--- src/rtl/mul4_pkg.sv ---
// Shared definitions for the MUL4 product-accumulation stage.
// It holds the product and counter widths and the accumulator state encoding.
package mul4_pkg;

    localparam int PROD_W = 8;
    localparam int CNT_W  = 8;

    typedef enum logic [0:0] {
        ACC = 1'b0,
        OUT = 1'b1
    } acc_state_t;

endpackage

--- src/rtl/mul4_acc_if.sv ---
// Product-in / sum-out handshake bundle for mul4_acc.
// The master drives products and sum_ready. The slave (the accumulator) drives results.
interface mul4_acc_if
    import mul4_pkg::*;
#(
    parameter int ACC_W = 10
);

    logic              prod_valid;
    logic              prod_ready;
    logic [PROD_W-1:0] prod;
    logic              sum_valid;
    logic              sum_ready;
    logic [ACC_W-1:0]  sum;
    logic              sum_ovf;
    logic [CNT_W-1:0]  grp_cnt;

    modport master (
        output prod_valid, prod, sum_ready,
        input  prod_ready, sum_valid, sum, sum_ovf, grp_cnt
    );

    modport slave (
        input  prod_valid, prod, sum_ready,
        output prod_ready, sum_valid, sum, sum_ovf, grp_cnt
    );

endinterface

--- src/rtl/mul4_acc.sv ---
// Sums each group of LEN unsigned MUL4 products into one registered result.
// Each result carries a sticky carry-out flag.
module mul4_acc
    import mul4_pkg::*;
#(
    parameter int LEN   = 4,
    parameter int ACC_W = 10
) (
    input  logic        clk,
    input  logic        rst_n,
    input  logic        clr,
    mul4_acc_if.slave   bus
);

    acc_state_t       state_r;
    acc_state_t       next_state_s;
    logic [ACC_W-1:0] acc_r;
    logic [ACC_W-1:0] sum_r;
    logic             ovf_r;
    logic             sum_ovf_r;
    logic             sum_valid_r;
    logic [CNT_W-1:0] cnt_r;

    logic             prod_ready_s;
    logic             accept_s;
    logic             first_s;
    logic             last_s;
    logic             flag_s;
    logic [ACC_W:0]   wide_s;

    // Upstream ready and the next accumulator/flag value for an accepted product
    always_comb begin
        prod_ready_s = 1'b0;
        if (clr) begin
            prod_ready_s = 1'b0;
        end else begin
            case (state_r)
                ACC:     prod_ready_s = 1'b1;
                OUT:     prod_ready_s = bus.sum_ready;
                default: prod_ready_s = 1'b0;
            endcase
        end
        accept_s = bus.prod_valid && prod_ready_s;
        // The count is zero in OUT, so a product accepted there starts a new group.
        first_s  = (cnt_r == CNT_W'(0));
        last_s   = (cnt_r == CNT_W'(LEN - 1));
        if (first_s) begin
            wide_s = (ACC_W + 1)'(bus.prod);
            flag_s = 1'b0;
        end else begin
            wide_s = {1'b0, acc_r} + (ACC_W + 1)'(bus.prod);
            flag_s = ovf_r | wide_s[ACC_W];
        end
    end

    // Next-state logic of the collect/hold FSM
    always_comb begin
        next_state_s = state_r;
        if (clr) begin
            next_state_s = ACC;
        end else begin
            case (state_r)
                ACC: begin
                    if (accept_s && last_s) next_state_s = OUT;
                    else                    next_state_s = ACC;
                end
                OUT: begin
                    if (accept_s && last_s) next_state_s = OUT;
                    else if (bus.sum_ready) next_state_s = ACC;
                    else                    next_state_s = OUT;
                end
                default: next_state_s = ACC;
            endcase
        end
    end

    // FSM state register
    always_ff @(posedge clk or negedge rst_n) begin
        if (!rst_n) state_r <= ACC;
        else        state_r <= next_state_s;
    end

    // Accumulator, group counter and result registers
    always_ff @(posedge clk or negedge rst_n) begin
        if (!rst_n) begin
            acc_r       <= '0;
            ovf_r       <= 1'b0;
            cnt_r       <= '0;
            sum_r       <= '0;
            sum_ovf_r   <= 1'b0;
            sum_valid_r <= 1'b0;
        end else if (clr) begin
            // The last result stays readable after an abort.
            acc_r       <= '0;
            ovf_r       <= 1'b0;
            cnt_r       <= '0;
            sum_ovf_r   <= 1'b0;
            sum_valid_r <= 1'b0;
        end else if (accept_s) begin
            acc_r <= wide_s[ACC_W-1:0];
            ovf_r <= flag_s;
            if (last_s) begin
                cnt_r       <= '0;
                sum_r       <= wide_s[ACC_W-1:0];
                sum_ovf_r   <= flag_s;
                sum_valid_r <= 1'b1;
            end else begin
                cnt_r       <= cnt_r + CNT_W'(1);
                sum_valid_r <= 1'b0;
            end
        end else if (state_r == OUT && bus.sum_ready) begin
            sum_valid_r <= 1'b0;
        end else begin
            sum_valid_r <= sum_valid_r;
        end
    end

    assign bus.prod_ready = prod_ready_s;
    assign bus.sum_valid  = sum_valid_r;
    assign bus.sum        = sum_r;
    assign bus.sum_ovf    = sum_ovf_r;
    assign bus.grp_cnt    = cnt_r;

endmodule

--- src/flat_wrapper.sv ---
// flat-port wrapper written by rule: the top's interface ports become plain ports
module mul4_acc_flat import mul4_pkg::*;
#(
    parameter int LEN   = 4,
    parameter int ACC_W = 10
)
  (clk, rst_n, clr, bus_prod_valid, bus_prod, bus_sum_ready, bus_prod_ready, bus_sum_valid, bus_sum, bus_sum_ovf, bus_grp_cnt);
  mul4_acc_if #(.ACC_W(ACC_W)) bus_i ();
  input  logic clk;
  input  logic rst_n;
  input  logic clr;
  input wire logic [$bits(bus_i.prod_valid)-1:0] bus_prod_valid;
  input wire logic [$bits(bus_i.prod)-1:0] bus_prod;
  input wire logic [$bits(bus_i.sum_ready)-1:0] bus_sum_ready;
  output wire logic [$bits(bus_i.prod_ready)-1:0] bus_prod_ready;
  output wire logic [$bits(bus_i.sum_valid)-1:0] bus_sum_valid;
  output wire logic [$bits(bus_i.sum)-1:0] bus_sum;
  output wire logic [$bits(bus_i.sum_ovf)-1:0] bus_sum_ovf;
  output wire logic [$bits(bus_i.grp_cnt)-1:0] bus_grp_cnt;
  assign bus_i.prod_valid = bus_prod_valid;
  assign bus_i.prod = bus_prod;
  assign bus_i.sum_ready = bus_sum_ready;
  assign bus_prod_ready = bus_i.prod_ready;
  assign bus_sum_valid = bus_i.sum_valid;
  assign bus_sum = bus_i.sum;
  assign bus_sum_ovf = bus_i.sum_ovf;
  assign bus_grp_cnt = bus_i.grp_cnt;
  mul4_acc #(.LEN(LEN), .ACC_W(ACC_W)) u_core (.clk(clk), .rst_n(rst_n), .clr(clr), .bus(bus_i));
endmodule
--- config.mk ---
export PLATFORM = sky130hd
export DESIGN_NAME = mul4_acc_flat
export DESIGN_NICKNAME = d
export VERILOG_FILES = /design/src/rtl/mul4_pkg.sv /design/src/rtl/mul4_acc_if.sv /design/src/rtl/mul4_acc.sv /design/src/flat_wrapper.sv
export SDC_FILE = /design/constraint.sdc
export NUM_CORES = 1
export LEC_CHECK = 0
export ABC_AREA = 1
export CAP_MARGIN = 20
export CORE_MARGIN = 5
export CORE_UTILIZATION = 40
export DETAILED_ROUTE_END_ITERATION = 8
export PLACE_DENSITY = 0.6
export REMOVE_ABC_BUFFERS = 1
export SLEW_MARGIN = 5
export SYNTH_ARGS = -nofsm -noshare
export SYNTH_HDL_FRONTEND = slang
export SYNTH_SLANG_ARGS = --single-unit
--- constraint.sdc ---
create_clock -name clk -period 2.12 [get_ports clk]
set_input_delay 0.212 -clock clk [delete_from_list [all_inputs] [get_ports clk]]
set_output_delay 0.212 -clock clk [all_outputs]
set_load 0.05 [all_outputs]
==> results of run 1 <==
power breakdown:
part / switching (W) / total [W] / internal [W]
clock: 0.000226 / 0.000491 / 0.000265
combinational: 0.000523 / 0.000800 / 0.000276
sequential: 0.0000494 / 0.000744 / 0.000695
total: 0.000799 / 0.00203 / 0.00124
path summary, 6_finish.rpt:
kind,from,endpoint,cells past startpoint
setup / recovery,bus_prod[0],u_core.bus.sum[8],14
hold / removal,rst_n,u_core.acc_r[7],2
setup reg to reg,u_core.acc_r[0],u_core.bus.sum[8],13
hold reg to reg,u_core.bus.sum[9],u_core.bus.sum[9],2
max in group asynchronous,rst_n,u_core.acc_r[0],2
min in group clk,u_core.bus.sum[9],u_core.bus.sum[9],2
layout by cell type (no fill, tap or decap), types with 2 or more instances in the layout:
cell	n
ha_1	10
buf_4	8
a21oi_1	6
nand2_1	96
nor3_1	5
or2_2	2
nand3_1	23
o22ai_1	2
dfrtp_1	32
nor2_1	13
inv_2	6
clkdlybuf4s50_1	32
clkbuf_1	2
o21ai_1	4
nand2_2	4
inv_1	30
o21ai_0	16
nand3b_1	3
nand4_1	7
clkbuf_8	6
worst register-to-register path: stages (launching register included):
cell	delay, ns
dfrtp_1	0.35
ha_1	0.17
inv_1	0.05
fa_1	0.37
inv_1	0.09
nand2_1	0.07
o21ai_0	0.16
buf_4	0.15
nand2_1	0.06
nand2_1	0.06
nand2_1	0.05
nand2_1	0.08
nand3_1	0.08
nand2_1	0.07
flip-flops by register name, summed over array words and instances (netlist names):
| signal | count |
|---|---|
| u_core.state_r | 1 |
| u_core.acc_r | 10 |
| u_core.ovf_r | 1 |
| u_core.bus.grp_cnt | 8 |
| u_core.bus.sum | 10 |
| u_core.bus.sum_valid | 1 |
| u_core.bus.sum_ovf | 1 |
kinds of logic after synthesis:
kind of cell,Yosys count
adders and majority gates,11
AOI/OAI and AO/OA,32
DFF,32
xor gates and xnor gates,1
buffers and inverters,40
and+or+nand+nor,158
layer usage:
layer / track usage / routed length, µm / share of wire / vias to the layer above
met2: 0.252 / 2040 / 0.43 / 38
met1: 0.224 / 2440 / 0.51 / 841
li1: - / - / - / 968
met5: 0 / 0 / 0 / -
met3: 0.0355 / 188 / 0.040 / 7
met4: 0.0574 / 65 / 0.014 / 0
area by class of cell:
cell class,instances,area share
Clock buffer,8,0.0353
Inverter,37,0.0554
Multi-Input combinational cell,202,0.413
Sequential cell,32,0.314
Tap cell,67,0.0329
Timing Repair Buffer,40,0.149
through the flow:
stage / TNS (ns) / utilization / hold WS [ns] / total power, W / setup slack [ns]
2_1_floorplan: 0 / - / -0.0836 / 0.00129 / 0.384
3_3_place_gp: -0.342 / 0.510 / 0.463 / 0.00155 / -0.0761
3_5_place_dp: -0.470 / 0.510 / 0.464 / 0.00155 / -0.102
4_1_cts: 0 / 0.529 / 0.338 / 0.00205 / 0.172
5_1_grt: 0 / 0.529 / 0.385 / 0.00218 / 0.0196
6_report: 0 / 0.529 / 0.329 / 0.00203 / 0.203
==> impl_metrics.toml, run 1 <==
[global_routing]
antenna_found_initial = 0
overflow = 0
first_global_vias = 1812
grt_start_max_net_pins = 33
grt_usage = 0.163
grt_pass1_wl_um = 8270

[sta]
hold_viol = 0
tightest_slew_ns = 0.499
fin_skew_ns = 0.00544
timing.final.crit_period_ns = 1.92
slew_violations = 0
slew_headroom = 0.667
max_freq_ghz = 0.522
timing.final.crit_share = 0.904
rsz0062_at_grt = "false"
finalSetupViolCount = 0

[worst_setup_path]
path_class = "in2reg"
cp-end-kind = "register"
crit_required_ns = 2.35
cpPeakStageDelay_ns = 0.48
crit_fanout = 3
crit_path_start_kind = "input port"
reg2reg_slack_ns = 0.27
crit_chain = "clkdlybuf4s50_1 -> ha_1 -> inv_1 -> fa_1 -> inv_1 -> nand2_1 -> o21ai_0 -> buf_4 -> nand2_1 -> nand2_1 -> nand2_1 -> nand2_1 -> nand3_1 -> nand2_1"
critPathArrivalTime_ns = 2.14
critPathTopFamily = "buffers and inverters"
path_buf_inv = 4
crit_top_cell = "nand2_1"
slowest_stage = "clkdlybuf4s50_1"

[logic_synthesis]
synth_common_cells = "96 x nand2_1, 32 x dfrtp_1, 30 x inv_1"
yosys.area_share.simple = 0.359
synth-adder-area-share = 0.0719
avgSynthCellArea_um2 = 7.37
ys_ff_latch = 32
ys.flop_type = "dfrtp_1"
synthTopCellsByArea = "dfrtp_1 40%, nand2_1 18%, ha_1 6.2%, nand3_1 5.7%, inv_1 5.6%"
synth-seq-area-share = 0.397
synth_top_family_by_area = "simple AND/OR/NAND/NOR gates"
yosys_warnings = 0
yosysTopAreaCellShare = 0.397
muxShareOfSynthArea = 0
ys_async_sr_fraction = 1.00
syn_area_mm2 = 0.00202
ys_types = 29
yosysMostFrequentCell = "nand2_1"
synth_xor_area_frac = 0.00434
yosysTopAreaCell = "dfrtp_1"
synthCells = 274
synth_compound_area_frac = 0.0849
synth_edf_count = 0

[cts]
cts_buffer_depth = 2
h-tree-depth = 2
clk_latency_ns = 0.28
path_clk_slew_ns = 0.07
root_buffer = "clkbuf_8"
postCtsResizedCells = 0
cts_inserted_buffers = 5
cts_setup_buffers = 0
holdBufCountCts = 0
clock-sinks = 32
cts_tree = "done"

[hold_path]
hold_path.class = "in2async"

[pwr]
leakagePower_nw = 1.30
power.density_mw_per_mm2 = 798
ir_drop_uv = 396

[route]
drtIter0Drc = 72
vias = 1854
via_per_inst = 4.80
wl_um = 4740
drc_errors = 0
detail-route-antenna-nets = 0
wl_per_cell_um = 12.3
drtPass1Iterations = 4

[floorplanning]
io_pins = 34
row_count = 25
start_util = 0.419
die_w_um = 81.0
core_mm2 = 0.00482
die_y_um = 81.0
die-area_mm2 = 0.00657

[placed_design]
gp_congestion = 0.873
portBuffers = 33
post_dp_cell_area_mm2 = 0.00246
placedCellCount = 378
hpwl_um = 3530

[cells_and_area]
drive_gt1_frac = 0.107
diodes = 0
multi_input_area_mm2 = 0.00105
nFillCells = 505
layout.nets = 342
area_growth_pct = 26.3
register_area_um2 = 801
final_cells = 386
post-route-cell-area_mm2 = 0.00255

[job]
max_cap_viol_count = 0

[status]
status = "finished clean"
Note: power is estimated with default switching activity, not from simulation.
==> inputs of run 2 (changes only) <==
Settings changed: SKIP_CTS_REPAIR_TIMING set to 1.
Clock period 2.12 ns to 2.3 ns, I/O delays scaled along.
==> impl_metrics.toml, run 2 (synthesis results as in run 1) <==
[worst_setup_path]
reg2reg_to = "u_core.acc_r[4]"
rr_worst_depth = 11
crit_path_start_kind = "input port"
cpPeakStageDelay_ns = 0.48
crit_fanout = 3
crit_top_cell = "nand2_1"
reg2reg_slack_ns = 0.39
crit_chain = "clkdlybuf4s50_1 -> ha_1 -> inv_1 -> fa_1 -> inv_1 -> nand2_1 -> o21ai_0 -> buf_4 -> nor2_1 -> o21ai_0 -> nand2_1 -> nand2_1"
cp-end-kind = "register"
slowest_stage = "clkdlybuf4s50_1"
critPathArrivalTime_ns = 2.21
rr_startpoint = "u_core.acc_r[0]"
crit_required_ns = 2.53
path_class = "in2reg"

[floorplanning]
die_w_um = 81.0
io_pins = 34
start_util = 0.419
die_y_um = 81.0
row_count = 25
die-area_mm2 = 0.00657
core_mm2 = 0.00482

[sta]
timing.final.crit_share = 0.862
finalSetupViolCount = 0
tightest_slew_ns = 0.504
fin_skew_ns = 0.00709
holdWs_ns = 0.343
slew_headroom = 0.663
slew_violations = 0
max_freq_ghz = 0.504
rsz0062_at_grt = "false"
hold_viol = 0
timing.final.crit_period_ns = 1.98
tns_ns = 0

[cts]
h-tree-depth = 2
path_clk_slew_ns = 0.07
cts_buffer_depth = 2
cts_tree = "done"
clk_latency_ns = 0.29
root_buffer = "clkbuf_8"
cts_inserted_buffers = 5
clock-sinks = 32

[route]
vias = 1831
drtIter0Drc = 121
drtPass1Iterations = 4
wl_per_cell_um = 12.2
via_per_inst = 4.79
drc_errors = 0
detail-route-antenna-nets = 0
wl_um = 4660

[placed_design]
gp_congestion = 0.862
hpwl_um = 3470
portBuffers = 33

[pwr]
leakagePower_nw = 1.29
power.density_mw_per_mm2 = 769
ir_drop_uv = 421
power.total_w = 0.00195

[cells_and_area]
layout.nets = 338
final_common_cell = "nand2_1"
drive_gt1_frac = 0.0984
area_growth_pct = 25.7
final_cell_mix = "96 x nand2_1, 32 x clkdlybuf4s50_1, 32 x dfrtp_1, 30 x inv_1, 23 x nand3_1"
nFillCells = 501
diodes = 0

[global_routing]
overflow = 0
antenna_found_initial = 0
grt_usage = 0.165
grt_pass1_wl_um = 8370
grt_start_max_net_pins = 33
first_global_vias = 1799

[job]
max_cap_viol_count = 0

[status]
status = "finished clean"

[hold_path]
hold_path.class = "in2async"
[run 2: changes by cell type in the layout (fill, tap and decap cells not counted)]
cell	change
bufinv_16	+1
clkinv_2	+1
buf_4	-4
o21ai_0	+1
clkbuf_1	-2
clkinvlp_4	+1
o21ai_2	-1
clkbuf_8	-1
[run 2: worst max-delay path by stage]
stage / depth (start not counted) / end / slack, ns / start
after floorplan: 11 / u_core.acc_r[8] / 0.56 / u_core.acc_r[0]
after global placement: 12 / u_core.bus.sum[4] / 0.09 / bus_prod[0]
after detailed placement: 12 / u_core.acc_r[4] / 0.05 / bus_prod[0]
after CTS: 12 / u_core.acc_r[4] / 0.33 / bus_prod[0]
after global routing: 12 / u_core.acc_r[4] / 0.13 / bus_prod[0]
final: 12 / u_core.acc_r[4] / 0.32 / bus_prod[0]
[run 2: stage by stage]
step	cell area [µm²]	utilization	instances	setup slack, ns
3_5_place_dp	2430	0.504	374	0.0474
5_1_grt	2540	0.527	382	0.126
3_3_place_gp	2430	0.504	374	0.0881
6_report	2540	0.527	382	0.317
4_1_cts	2540	0.527	382	0.332
2_1_floorplan	1990	-	271	0.564
[run 2: worst max-delay path: cells and delay by family]
kind                     cells  cell delay [ns]
AO/OA/AOI/OAI                2             0.36
adder cells (fa/ha/maj)      2             0.57
AND/OR/NAND/NOR              4             0.26
buffers and inverters        4             0.79
[run 2: per-layer routing]
layer  vias to the layer above  wire (µm)  track usage
met1                       825       2450        0.232
li1                        964          -            -
met3                         7        216       0.0421
met2                        35       1930        0.247
met5                         -          0            0
met4                         0         62       0.0507
[run 2: where the power goes]
group / switching [W] / total [W] / leakage [nW] / internal [W]
combinational: 0.000479 / 0.000725 / 0.806 / 0.000246
clock: 0.000219 / 0.000539 / 0.0541 / 0.000320
sequential: 0.0000461 / 0.000686 / 0.432 / 0.000640
total: 0.000744 / 0.00195 / 1.29 / 0.00121
[run 2: cell type report]
cell class | instances | area (µm²) | share of cell area
flip-flops and latches | 32 | 801 | 0.316
repair buffers | 36 | 350 | 0.138
clock buffers | 5 | 68.8 | 0.0271
inverters | 37 | 141 | 0.0557
well taps | 67 | 83.8 | 0.0330
clock inverters | 3 | 42.5 | 0.0168
multi-input cells | 202 | 1050 | 0.414
